==> src/rtl/control_calculadora.sv <==
// Sequencer for the 4-digit BCD calculator: turns keypad events into operand entry,
// ALU start/done handshaking and display source selection.
module control_calculadora #(
    parameter int MAX_DIGITOS = 4,
    parameter int TIMEOUT     = 64
) (
    input  logic       clk,
    input  logic       reset,
    input  logic       tecla_valida,
    input  logic [3:0] tecla_codigo,
    input  logic       alu_done,
    input  logic       alu_overflow,
    output logic       digito_en,
    output logic [3:0] digito,
    output logic       sel_operando,
    output logic       borrar,
    output logic       usar_resultado,
    output logic       operacion,
    output logic       alu_start,
    output logic [1:0] mostrar_sel,
    output logic [2:0] contador,
    output logic [2:0] estado
);

    typedef enum logic [2:0] {
        INGRESO_1 = 3'd0,
        INGRESO_2 = 3'd1,
        CALCULAR  = 3'd2,
        RESULTADO = 3'd3,
        ERROR     = 3'd4
    } estado_t;

    localparam int              TW       = $clog2(TIMEOUT + 1);
    localparam logic [TW-1:0]   TMO_LAST = TW'(TIMEOUT - 1);
    localparam logic [2:0]      MAX_CNT  = 3'(MAX_DIGITOS);

    estado_t       estado_q, estado_d;
    logic          digito_en_q, digito_en_d;
    logic [3:0]    digito_q, digito_d;
    logic          sel_q, sel_d;
    logic          borrar_q, borrar_d;
    logic          usar_q, usar_d;
    logic          operacion_q, operacion_d;
    logic          alu_start_q, alu_start_d;
    logic [1:0]    mostrar_q, mostrar_d;
    logic [2:0]    contador_q, contador_d;
    logic [TW-1:0] tmo_q, tmo_d;
    logic          pend_q, pend_d;

    logic es_digito, es_op, es_igual, es_clear;

    always_comb begin
        es_digito = tecla_valida && (tecla_codigo <= 4'd9);
        es_op     = tecla_valida && ((tecla_codigo == 4'hA) || (tecla_codigo == 4'hB));
        es_igual  = tecla_valida && (tecla_codigo == 4'hE);
        es_clear  = tecla_valida && (tecla_codigo == 4'hF);
    end

    always_comb begin
        estado_d    = estado_q;
        digito_en_d = 1'b0;
        digito_d    = digito_q;
        sel_d       = sel_q;
        borrar_d    = 1'b0;
        usar_d      = 1'b0;
        operacion_d = operacion_q;
        alu_start_d = 1'b0;
        mostrar_d   = mostrar_q;
        contador_d  = contador_q;
        tmo_d       = tmo_q;
        pend_d      = 1'b0;

        if (es_clear) begin
            estado_d    = INGRESO_1;
            borrar_d    = 1'b1;
            contador_d  = 3'd0;
            sel_d       = 1'b0;
            mostrar_d   = 2'b00;
            operacion_d = 1'b0;
            tmo_d       = '0;
        end else if (pend_q) begin
            // Second half of "digit after result": the held digit follows the clear pulse.
            digito_en_d = 1'b1;
            contador_d  = 3'd1;
        end else begin
            case (estado_q)
                INGRESO_1: begin
                    if (es_digito) begin
                        if (contador_q < MAX_CNT) begin
                            digito_en_d = 1'b1;
                            digito_d    = tecla_codigo;
                            contador_d  = contador_q + 3'd1;
                        end
                    end else if (es_op && contador_q != 3'd0) begin
                        operacion_d = tecla_codigo[0];
                        contador_d  = 3'd0;
                        sel_d       = 1'b1;
                        mostrar_d   = 2'b01;
                        estado_d    = INGRESO_2;
                    end
                end
                INGRESO_2: begin
                    if (es_digito) begin
                        if (contador_q < MAX_CNT) begin
                            digito_en_d = 1'b1;
                            digito_d    = tecla_codigo;
                            contador_d  = contador_q + 3'd1;
                        end
                    end else if (es_op && contador_q == 3'd0) begin
                        operacion_d = tecla_codigo[0];
                    end else if (es_igual && contador_q != 3'd0) begin
                        alu_start_d = 1'b1;
                        tmo_d       = '0;
                        estado_d    = CALCULAR;
                    end
                end
                CALCULAR: begin
                    if (alu_done) begin
                        estado_d  = alu_overflow ? ERROR : RESULTADO;
                        mostrar_d = alu_overflow ? 2'b11 : 2'b10;
                    end else if (tmo_q == TMO_LAST) begin
                        estado_d  = ERROR;
                        mostrar_d = 2'b11;
                    end else begin
                        tmo_d = tmo_q + TW'(1);
                    end
                end
                RESULTADO: begin
                    if (es_digito) begin
                        borrar_d   = 1'b1;
                        digito_d   = tecla_codigo;
                        pend_d     = 1'b1;
                        contador_d = 3'd0;
                        sel_d      = 1'b0;
                        mostrar_d  = 2'b00;
                        estado_d   = INGRESO_1;
                    end else if (es_op) begin
                        usar_d      = 1'b1;
                        operacion_d = tecla_codigo[0];
                        contador_d  = 3'd0;
                        sel_d       = 1'b1;
                        mostrar_d   = 2'b01;
                        estado_d    = INGRESO_2;
                    end
                end
                ERROR: ;
                default: estado_d = INGRESO_1;
            endcase
        end
    end

    always_ff @(posedge clk) begin
        if (reset) begin
            estado_q    <= INGRESO_1;
            digito_en_q <= 1'b0;
            digito_q    <= 4'd0;
            sel_q       <= 1'b0;
            borrar_q    <= 1'b0;
            usar_q      <= 1'b0;
            operacion_q <= 1'b0;
            alu_start_q <= 1'b0;
            mostrar_q   <= 2'b00;
            contador_q  <= 3'd0;
            tmo_q       <= '0;
            pend_q      <= 1'b0;
        end else begin
            estado_q    <= estado_d;
            digito_en_q <= digito_en_d;
            digito_q    <= digito_d;
            sel_q       <= sel_d;
            borrar_q    <= borrar_d;
            usar_q      <= usar_d;
            operacion_q <= operacion_d;
            alu_start_q <= alu_start_d;
            mostrar_q   <= mostrar_d;
            contador_q  <= contador_d;
            tmo_q       <= tmo_d;
            pend_q      <= pend_d;
        end
    end

    assign digito_en      = digito_en_q;
    assign digito         = digito_q;
    assign sel_operando   = sel_q;
    assign borrar         = borrar_q;
    assign usar_resultado = usar_q;
    assign operacion      = operacion_q;
    assign alu_start      = alu_start_q;
    assign mostrar_sel    = mostrar_q;
    assign contador       = contador_q;
    assign estado         = estado_q;

endmodule

==> config.mk <==
export PLATFORM = sky130hd
export DESIGN_NAME = control_calculadora
export DESIGN_NICKNAME = d
export VERILOG_FILES = /design/src/rtl/control_calculadora.sv
export SDC_FILE = /design/constraint.sdc
export NUM_CORES = 1
export LEC_CHECK = 0
export CAP_MARGIN = 20
export CORE_ASPECT_RATIO = 0.7
export CORE_MARGIN = 2
export CORE_UTILIZATION = 50
export DETAILED_ROUTE_END_ITERATION = 8
export MAX_ROUTING_LAYER = met4
export PLACE_DENSITY_LB_ADDON = 0.3
export SLEW_MARGIN = 20
export SYNTH_ARGS = -nofsm -noshare
export SYNTH_HDL_FRONTEND = slang
export SYNTH_SLANG_ARGS = --single-unit
==> constraint.sdc <==
create_clock -name clk -period 2.3 [get_ports clk]
set_input_delay 0.46 -clock clk [delete_from_list [all_inputs] [get_ports clk]]
set_output_delay 0.46 -clock clk [all_outputs]
set_load 0.05 [all_outputs]
Word level (Yosys, flattened, before mapping)
Cells that the tools add are included.

Bitwise logic cells: 5. Mux-type cells: 59. Reduce and logical (&&, ||, !) cells: 30. Magnitude comparators: 2. Add/subtract/negate cells: 2. Equality and inequality tests: 29.

Operators with widths (number): $mux W3 (16); $mux W7 (5); $ne A2 B2 Y1 const B (12); $mux W1 (22); $eq A4 B4 Y1 const B (4); $pmux W3 S5 (1); $pmux W7 S2 (1); $mux W2 (6); $mux W4 (3); $ne A3 B3 Y1 const B (4); $reduce_and A6 Y1 (2); $pmux W3 S3 (1); $reduce_and A9 Y1 (1); $reduce_bool A3 Y1 (3); $ne A4 B4 Y1 const B (2); $pmux W4 S2 (1); $reduce_and A4 Y1 (2); $reduce_and A8 Y1 (1); $add A7 B1 Y7 const B (1); $eq A7 B6 Y1 const B (1); $logic_and A1 B1 Y1 (7); $reduce_and A7 Y1 (1); $eq A3 B2 Y1 const B (2); $logic_not A3 Y1 (2); other kinds (18) (26).

Register bits: 26. Output and inout bits: 18. Input port bits: 9.

Depth between registers and ports, before layout
Gate-level depths: netlist of run 1.

Depth in word-level cells: 8. Depth in mapped cells: 7. Mapped depth without buffers: 7.

Least setup slack after synthesis of run 1
Ideal clock, no wire load.

Path type: flip-flop to flip-flop. From: register contador_q[0], in the netlist contador[0]. To: register operacion_q, in the netlist operacion. Path buffers: 0. Arrival: 1894 ps. Cell stages (with the launch flop): 8. Path slack: 278 ps. Period minus slack after synthesis: 2022 ps. Path through: dfxtp_1 inv_1 ha_1 nor2b_1 or3_1 a211oi_2 mux2i_1 nor2_1.

Cells in the longest elaborated chain, start to end: 4. Elaborated cells on any way between the ends: 7.

Ends and longest elaborated chain: start, declared (line 46) `logic [2:0] contador_q, contador_d;`; start signal, assigned (line 176) `contador_q <= contador_d;`; $logic_not A3 Y1 or $reduce_bool A3 Y1 (tied branches) (line 109, 94); $logic_and A1 B1 Y1, on equally long branches (line 109, 94); $ne A2 B2 Y1 (no source line); $reduce_and A8 Y1 (no source line) (*); end signal, assigned (line 173) `operacion_q <= operacion_d;`; end, declared (line 43) `logic operacion_q, operacion_d;`.

Mark *: on every way between the ends. The rest lies on a longest branch, timed or not. A chain may end at the register's enable or synchronous reset.

Worst setup path after layout of run 1
From: register contador_q[2], in the netlist contador[2]. To: output contador[2].

RTL lines: end, declared (line 21) `output logic [2:0] contador,`.

No word-level cell between the ends.

==> out/summary.md, run 1 <==
The signal on the critical path passes through clkdlybuf4s50_1. The horizontal die dimension is 69.77 um, and the starting density of the core is 53.26%. The routed wire length per instance was 15.83 um; the max-capacitance violation count was 0. Net switching is 29.40% of the power. Setup repair after global routing left no endpoint under its margin. The tools report the total number of vias as 1,500.

After detailed placement, the design holds a cell count of 239. The run gives 34.38% as the proportion of synthesized chip area in sequential cells. The cell taking the most area after synthesis is dfxtp_1. The largest single stage delay on the critical path is 0.86 ns. In this run, post-CTS repair resized a total of 0 instances. The detail route stage leaves a number of antenna-violating nets equal to 0. The die height is 50.04 um, and the clock-pin slew on the worst setup and hold paths is 0.09 ns. Iteration-0 DRC count of the detailed router: 106. The warning count from the yosys run was 0. The worst register-to-register path begins at estado[0]$_SDFFE_PP0P_. The path type of the worst setup path is flip-flop to primary output.

The tools report the part of the power in the clock network as 27.9%. STA classifies the critical path startpoint as a flip-flop. The core region is 2843 um^2. Ranked by total cell area, the synthesized netlist is headed by dfxtp_1 (34%), nor2_1 (5.5%), mux2i_1 (4.6%). The detailed placement HPWL is 2837 um.

The number of global-route vias before repair was 1,282; the number of hold violations in the final report was 0. TritonCTS built the clock tree. The synthesis-to-finish area growth works out to 23.22%. In the layout the commonest cells are dfxtp_1 (26), clkdlybuf4s50_1 (24), nor2_1 (22), nand2_1 (16), a21oi_1 (12).

Internal power component: 654.1 uW. After layout, the minimum clock period comes to 2.054 ns. The final clock period utilization by the worst path was 89.30%; the non-filler instance count after layout was 242.

The dominant register cell in the synthesized netlist was dfxtp_1. The number of buffers and inverters on the critical path came out at 1. Count of final max-slew check failures: 0. The path with the worst hold slack has its endpoint at tmo_q[6]$_SDFFE_PP0P_. The worst-path cell with the longest stage delay was clkdlybuf4s50_1. The flip-flop and latch count after synthesis is 26. The cell class contributing the biggest share of worst-path delay was buffers and inverters.

The congestion estimate from routability-driven global placement came to 0.9607. The proportion of power drawn by flip-flops and latches is 51.5%. The endpoint of the worst-slack reg-to-reg timing path was tmo_q[3]$_SDFFE_PP0P_. The tools report the worst ir drop on vdd as 0.0003530 V.

The run gives 20 as the pin count of the biggest net entering global routing. The die covers 3491 um^2. The tools report the summed instance area of the synthesized netlist as 1514 um^2.

The tools report the cell at the root of the clock tree as clkbuf_8. The number of cells traversed by the worst hold path works out to 2. The share of total power dissipated in combinational logic is 20.6%. The run gives 5 as the iteration count of the initial detailed-routing pass. The number of rows in the core area was 16; the buffer count from post-CTS setup fixing was 0. The first global-routing pass estimated 6044 um of wire. The number of standard cells after synthesis was 179. At the worst endpoint, the required time is 1.84 ns. The run finished with clean final reports. Cells with a size suffix above 1 make up 10.19% of the layout. In this run the tightest slew margin relative to its limit is 55.48%. The leftover overflow at the end of global routing was 0; the setup TNS after final layout was 0 ns.

The tools report the arrival time of the worst setup path as 1.59 ns. The average vias per placed instance came out at 6.198. For the pin with the worst max-slew slack, the measured transition is 0.6668 ns. The clock net sink count was 26. Buffers placed on the I/O ports in this run total 26.

The switching power came out at 272.4 uW. The logs give 0 for the count of hold buffers inserted by post-cts repair and 2 for the maximum clock path buffer count. Worst setup slack for register-to-register paths: 0.39 ns.

The count of flip-flops with a built-in enable after synthesis is 0, and the async set-reset flop share out of synthesis is 0%. The kind of end point of the critical path was a primary output. In this run the most critical hold path is launched from tmo_q[6]$_SDFFE_PP0P_. Derived from the worst setup path, the maximum achievable clock frequency is 486.9 MHz.

For the worst-skew pair, the clock arrives at the later sink with an insertion delay of 0.27 ns. Final setup violation count: 0. The antenna diode instance count was 0; the area share of the largest cell type after synthesis was 34.38%.

For the number of top-level pins, the log shows 27. Post-placement worst setup slack: 0.06063 ns. The run gives 3 as the total clock buffers created by CTS. The logs give 0 for the number of antenna violations at the first check in global routing and 3831 um for the final wirelength. For this run, design rule violations remaining after detail routing come to 0. Dividing total power by cell area gives a power density of 496.6 nW/um^2. In this run the static leakage power is 0.0007088 uW. The number of distinct standard cells referenced by the synthesized netlist is 48.

Leaving out fill and tap cells, the most frequent cell in the layout is dfxtp_1. The number of levels in the clock H-tree came out at 1. The largest driver fanout on the critical path works out to 8. The worst reg-to-reg path cell count was 5; the largest clock skew in the final design was 0.003053 ns. Across every metal layer, demand over resource in global routing totals 22.69%.

The tightest min-delay check is of the flip-flop to flip-flop type. When the netlist entered floorplanning its net count stood at 191. Setup slack on the critical path of the routed design comes to 0.2461 ns. Each instance of the synthesized netlist takes up on average 8.458 um^2. For the final net count, the log shows 220.
## cells in the mapped netlist, drive strengths merged (2+ instances only)
master / number
nand4b: 2
a21oi: 12
inv: 7
ha: 3
and2: 3
nor4: 3
nor3: 2
nand4: 2
nand2: 16
nand2b: 7
mux2i: 7
o31ai: 3
nor2: 22
a31oi: 5
a21o: 2
clkbuf: 6
a211oi: 2
o2111ai: 3
nor3b: 4
nand3: 2
dfxtp: 26
nor4b: 3
a311oi: 3
o211ai: 2
o21ai: 11
nor2b: 4
## flip-flops by register name, indices dropped and copies added, names as in the netlist
name            cells
mostrar_sel         2
contador            3
operacion           1
pend_q              1
estado              3
digito_en           1
tmo_q               7
alu_start           1
sel_operando        1
usar_resultado      1
borrar              1
digito              4
## metal layers
layer	vias up	GRT usage, %	part of all wire (%)
met5	-	-	0
met2	67	33.97	44
met1	709	31.04	48
li1	713	-	-
met3	11	5.521	6.9
met4	0	5.449	1.8
## kinds of logic after synthesis
logic type                 share of synthesized area, %
DFF                                               34.38
AOI/OAI and AO/OA                                 24.79
buffers and inverters                             3.554
muxes                                             4.628
adders and majority gates                         2.480
and+or+nand+nor                                   30.17
## through the flow
stage                     instance area (um^2)  hold slack [ns]  utilization (%)  power [uW]
after CTS                                 1866           0.4780            65.63       928.8
final                                     1866           0.4834            65.63       926.5
after floorplan                           1514           0.4440                -       606.6
after global routing                      1866           0.5102            65.63       959.3
after detailed placement                  1824           0.4657            64.17       676.2
after global placement                    1824           0.4596            64.17       671.6
## power groups by stage
stage | sequential, uW | clock (uW) | combinational (uW)
6_report | 477 | 259 | 191
5_1_grt | 479 | 277 | 204
3_3_place_gp | 486 | 0 | 186
4_1_cts | 477 | 262 | 190
2_1_floorplan | 530 | 0 | 76.3
3_5_place_dp | 487 | 0 | 189
## how the worst max path moves through the flow
stage / start / cells after the start / end / slack [ns]
2_1_floorplan: contador[0]$_SDFFE_PP0P_ / 7 / operacion$_SDFFE_PP0P_ / 0.28
3_5_place_dp: tecla_codigo[3] / 6 / contador[2]$_SDFFE_PP0P_ / 0.06
3_3_place_gp: tecla_codigo[3] / 6 / contador[2]$_SDFFE_PP0P_ / 0.13
5_1_grt: tecla_codigo[3] / 6 / estado[2]$_SDFFE_PP0P_ / 0.17
4_1_cts: contador[2]$_SDFFE_PP0P_ / 1 / contador[2] / 0.24
6_report: contador[2]$_SDFFE_PP0P_ / 1 / contador[2] / 0.25
## layout make-up
type	instances	area [um^2]
Clock buffer	3	41.29
Inverter	7	26.28
Multi-Input combinational cell	139	939.7
Timing Repair Buffer	31	292.8
Tap cell	36	45.04
Fill cell	247	977.2
Sequential cell	26	520.5
(Power assumes the default switching activity.)
==> run 2: changes to the inputs <==
--- a/config.mk
+++ b/config.mk
@@ -7,7 +7,7 @@
 export LEC_CHECK = 0
 export CAP_MARGIN = 20
 export CORE_ASPECT_RATIO = 0.7
-export CORE_MARGIN = 2
+export CORE_MARGIN = 8
 export CORE_UTILIZATION = 50
 export DETAILED_ROUTE_END_ITERATION = 8
 export MAX_ROUTING_LAYER = met4
==> out/summary.md, run 2 (synthesis gave the netlist of run 1 again) <==
The total power divided by cell area was 515.4 nW/um^2 (+3.8%); the horizontal die dimension was 81.77 um (+17%). The worst hold path terminates at tmo_q[6]$_SDFFE_PP0P_. The synthesis-to-finish area growth came out at 23.97%.

Total global routing track utilization: 16.33% (-6.4 points). For the max-capacitance violation count, the log shows 0 (unchanged). Average vias per placed instance: 6.103 (-1.5%).

The count of final max-slew check failures is 0 (unchanged). The register with the most flip-flops was tmo_q. The cell class contributing the biggest share of worst-path delay is buffers and inverters. The tools report the iteration count of the initial detailed-routing pass as 4 (-1).

For the final-layout worst hold slack, the log shows 0.4950 ns (+0.01154 ns). The worst setup path is captured at a primary output. Number of routed nets with antenna violations: 0 (unchanged). The critical path goes through clkdlybuf4s50_1. The tools report the die area as 5073 um^2 (+45%). The path type of the worst setup path is flip-flop to primary output.

The starting density of the core was 53.26% (unchanged). The slack of the critical path was 0.2420 ns (-0.004110 ns). The routed wire length per instance was 15.89 um (+0.37%). The flow ran to the end, and the final reports show no timing, DRC or antenna violations. The final clock period utilization by the worst path is 89.48% (+0.18 points), and the quantity of I/O buffers inserted on ports is 26 (unchanged). The weighted congestion at the end of routability-driven global placement came out at 0.9413 (-2.0%). In this run the most critical hold path is launched from tmo_q[6]$_SDFFE_PP0P_. The post-placement worst setup slack was 0.01407 ns (-0.04656 ns). The measured slew at the worst slew-check pin was 0.6286 ns (-0.03824 ns); the number of top-level pins was 27 (unchanged). The run gives 0.27 ns (about the same) as the clock latency reported for the late side of the worst-skew pair. The logs give 0 (unchanged) for the number of gates given a new drive strength after cts and 520.5 um^2 (unchanged) for the sequential cell area. The number of cells traversed by the worst hold path works out to 2 (unchanged). The most common library cell in the layout ignoring fill and taps was dfxtp_1. The antenna diode instance count is 0 (unchanged).

TritonCTS built the clock tree. The class of the tightest hold or removal check was flip-flop to flip-flop. The final setup violation count is 0 (unchanged), and the DRC violations left is 0 (unchanged). The largest clock skew in the final design is 0.008380 ns (+0.005327 ns). Total power after layout: 967.3 uW (+4.4%). The layout filler cell count was 245 (-0.81%); the number of hold violations in the final report was 0 (unchanged). The detailed placement HPWL is 2905 um (+2.4%). The logs give 0 (unchanged) for the leftover overflow at the end of global routing and 0.0003350 V (-5.1%) for the worst ir drop on vdd. The headroom to the max-slew limit came out at 58.04% (+2.6 points). The root buffer cell chosen for the clock tree is clkbuf_8. The arrival time of the worst setup path is 1.60 ns (about the same). The logs give 3 (unchanged) for the total clock buffers created by CTS and 1,483 (-1.1%) for the total number of vias. The number of flip-flops in the largest register works out to 7 (unchanged). The run gives 0 (unchanged) as the count of hold buffers inserted by post-cts repair. The run gives 20 (unchanged) as the pin count of the biggest net entering global routing. The critical path's largest stage delay came out at 0.86 ns (about the same).

The time the worst path needs with I/O delays and setup came out at 2.058 ns (+0.004110 ns). The number of levels in the clock H-tree came out at 1 (unchanged). The run gives 0 (unchanged) as the buffer count from post-CTS setup fixing. The slowest stage of the critical path belongs to the cell clkdlybuf4s50_1. Setup repair after global routing left no endpoint under its margin.

For the number of antenna violations at the first check in global routing, the log shows 0 (unchanged). The tools report the type of element launching the critical path as a flip-flop. The tools report the endpoint of the worst-slack reg-to-reg timing path as tmo_q[1]$_SDFFE_PP0P_. The die height works out to 62.04 um (+24%). The worst reg-to-reg path cell count is 5 (unchanged). The maximum clock path buffer count is 2 (unchanged). The worst register-to-register path begins at estado[1]$_SDFFE_PP0P_. The setup TNS after final layout came out at 0 ns (unchanged).

The run gives 0.37 ns (-0.02 ns) as the worst setup slack for register-to-register paths. The tools report the area occupied by multi-input gates as 939.7 um^2 (unchanged). The final wirelength is 3861 um (+0.78%), and the number of buffers and inverters on the critical path is 1 (unchanged). The run gives 26 (unchanged) as the clock net sink count. In the layout the commonest cells are dfxtp_1 (26), clkdlybuf4s50_1 (23), nor2_1 (22), nand2_1 (16), a21oi_1 (12).

The iteration-0 DRC count of the detailed router was 114 (+7.5%); the maximum operating frequency was 485.9 MHz (-0.20%). For the area of the placeable core, the log shows 2843 um^2 (unchanged). Clock-pin slew on the worst setup and hold paths: 0.09 ns (about the same). The number of rows in the core area is 16 (unchanged), and the final net count is 220 (unchanged). The run gives 1,332 (+3.9%) as the number of global-route vias before repair. The logs give 239 (unchanged) for the cell count after placement and 243 (+0.41%) for the non-filler instance count after layout.

The global-route wire length before repair is 6389 um (+5.7%). For the total leakage power, the log shows 0.0007174 uW (+1.2%). Required time of the worst setup path: 1.84 ns (about the same).

The largest driver fanout on the critical path came out at 8 (unchanged). Share of cells above drive strength 1: 11.11% (+0.92 points).
-- run 2: how the worst max path moves through the flow --
| stage | startpoint | slack (ns) | to | cells after the start |
|---|---|---|---|---|
| 2_1_floorplan | contador[0]$_SDFFE_PP0P_ | 0.28 | operacion$_SDFFE_PP0P_ | 7 |
| 3_3_place_gp | tecla_codigo[3] | 0.14 | contador[2]$_SDFFE_PP0P_ | 6 |
| 3_5_place_dp | tecla_codigo[3] | 0.01 | contador[2]$_SDFFE_PP0P_ | 6 |
| 4_1_cts | contador[2]$_SDFFE_PP0P_ | 0.25 | contador[2] | 1 |
| 5_1_grt | estado[1]$_SDFFE_PP0P_ | 0.19 | tmo_q[3]$_SDFFE_PP0P_ | 5 |
| 6_report | contador[2]$_SDFFE_PP0P_ | 0.24 | contador[2] | 1 |
-- run 2: area by class of cell --
cell class	count	area share, %
Tap cell	36	2.400
Sequential cell	26	27.73
Clock buffer	4	2.933
Timing Repair Buffer	31	15.47
Multi-Input combinational cell	139	50.07
Inverter	7	1.400
-- run 2: power breakdown --
part | leakage (uW) | total (uW) | switching (uW) | internal [uW]
Combinational | 0.000478 | 193 | 119 | 74.0
Sequential | 0.000211 | 477 | 13.4 | 463
Clock | 0.0000288 | 298 | 144 | 153
-- run 2: metal layers --
| metal | global-route usage [%] | share of wire (%) | up-vias | routed length [um] |
|---|---|---|---|---|
| met5 | - | 0 | - | 0 |
| met4 | 3.234 | 0.60 | 0 | 23 |
| met3 | 4.167 | 7.5 | 6 | 290 |
| met2 | 24.89 | 43 | 62 | 1662 |
| met1 | 21.42 | 49 | 699 | 1885 |
| li1 | - | - | 716 | - |
-- run 2: stage by stage --
step,cell area (um^2),utilization [%]
finish,1877,66.02
global route,1877,66.02
CTS,1877,66.02
detailed placement,1822,64.08
global placement,1822,64.08
floorplan,1514,-
==> run 3: changes to the inputs <==
--- a/config.mk
+++ b/config.mk
@@ -16,3 +16,4 @@
 export SYNTH_ARGS = -nofsm -noshare
 export SYNTH_HDL_FRONTEND = slang
 export SYNTH_SLANG_ARGS = --single-unit
+export TNS_END_PERCENT = 100
==> results of run 3 <==
Final layout, timing and power as in run 2 (identical DEF).
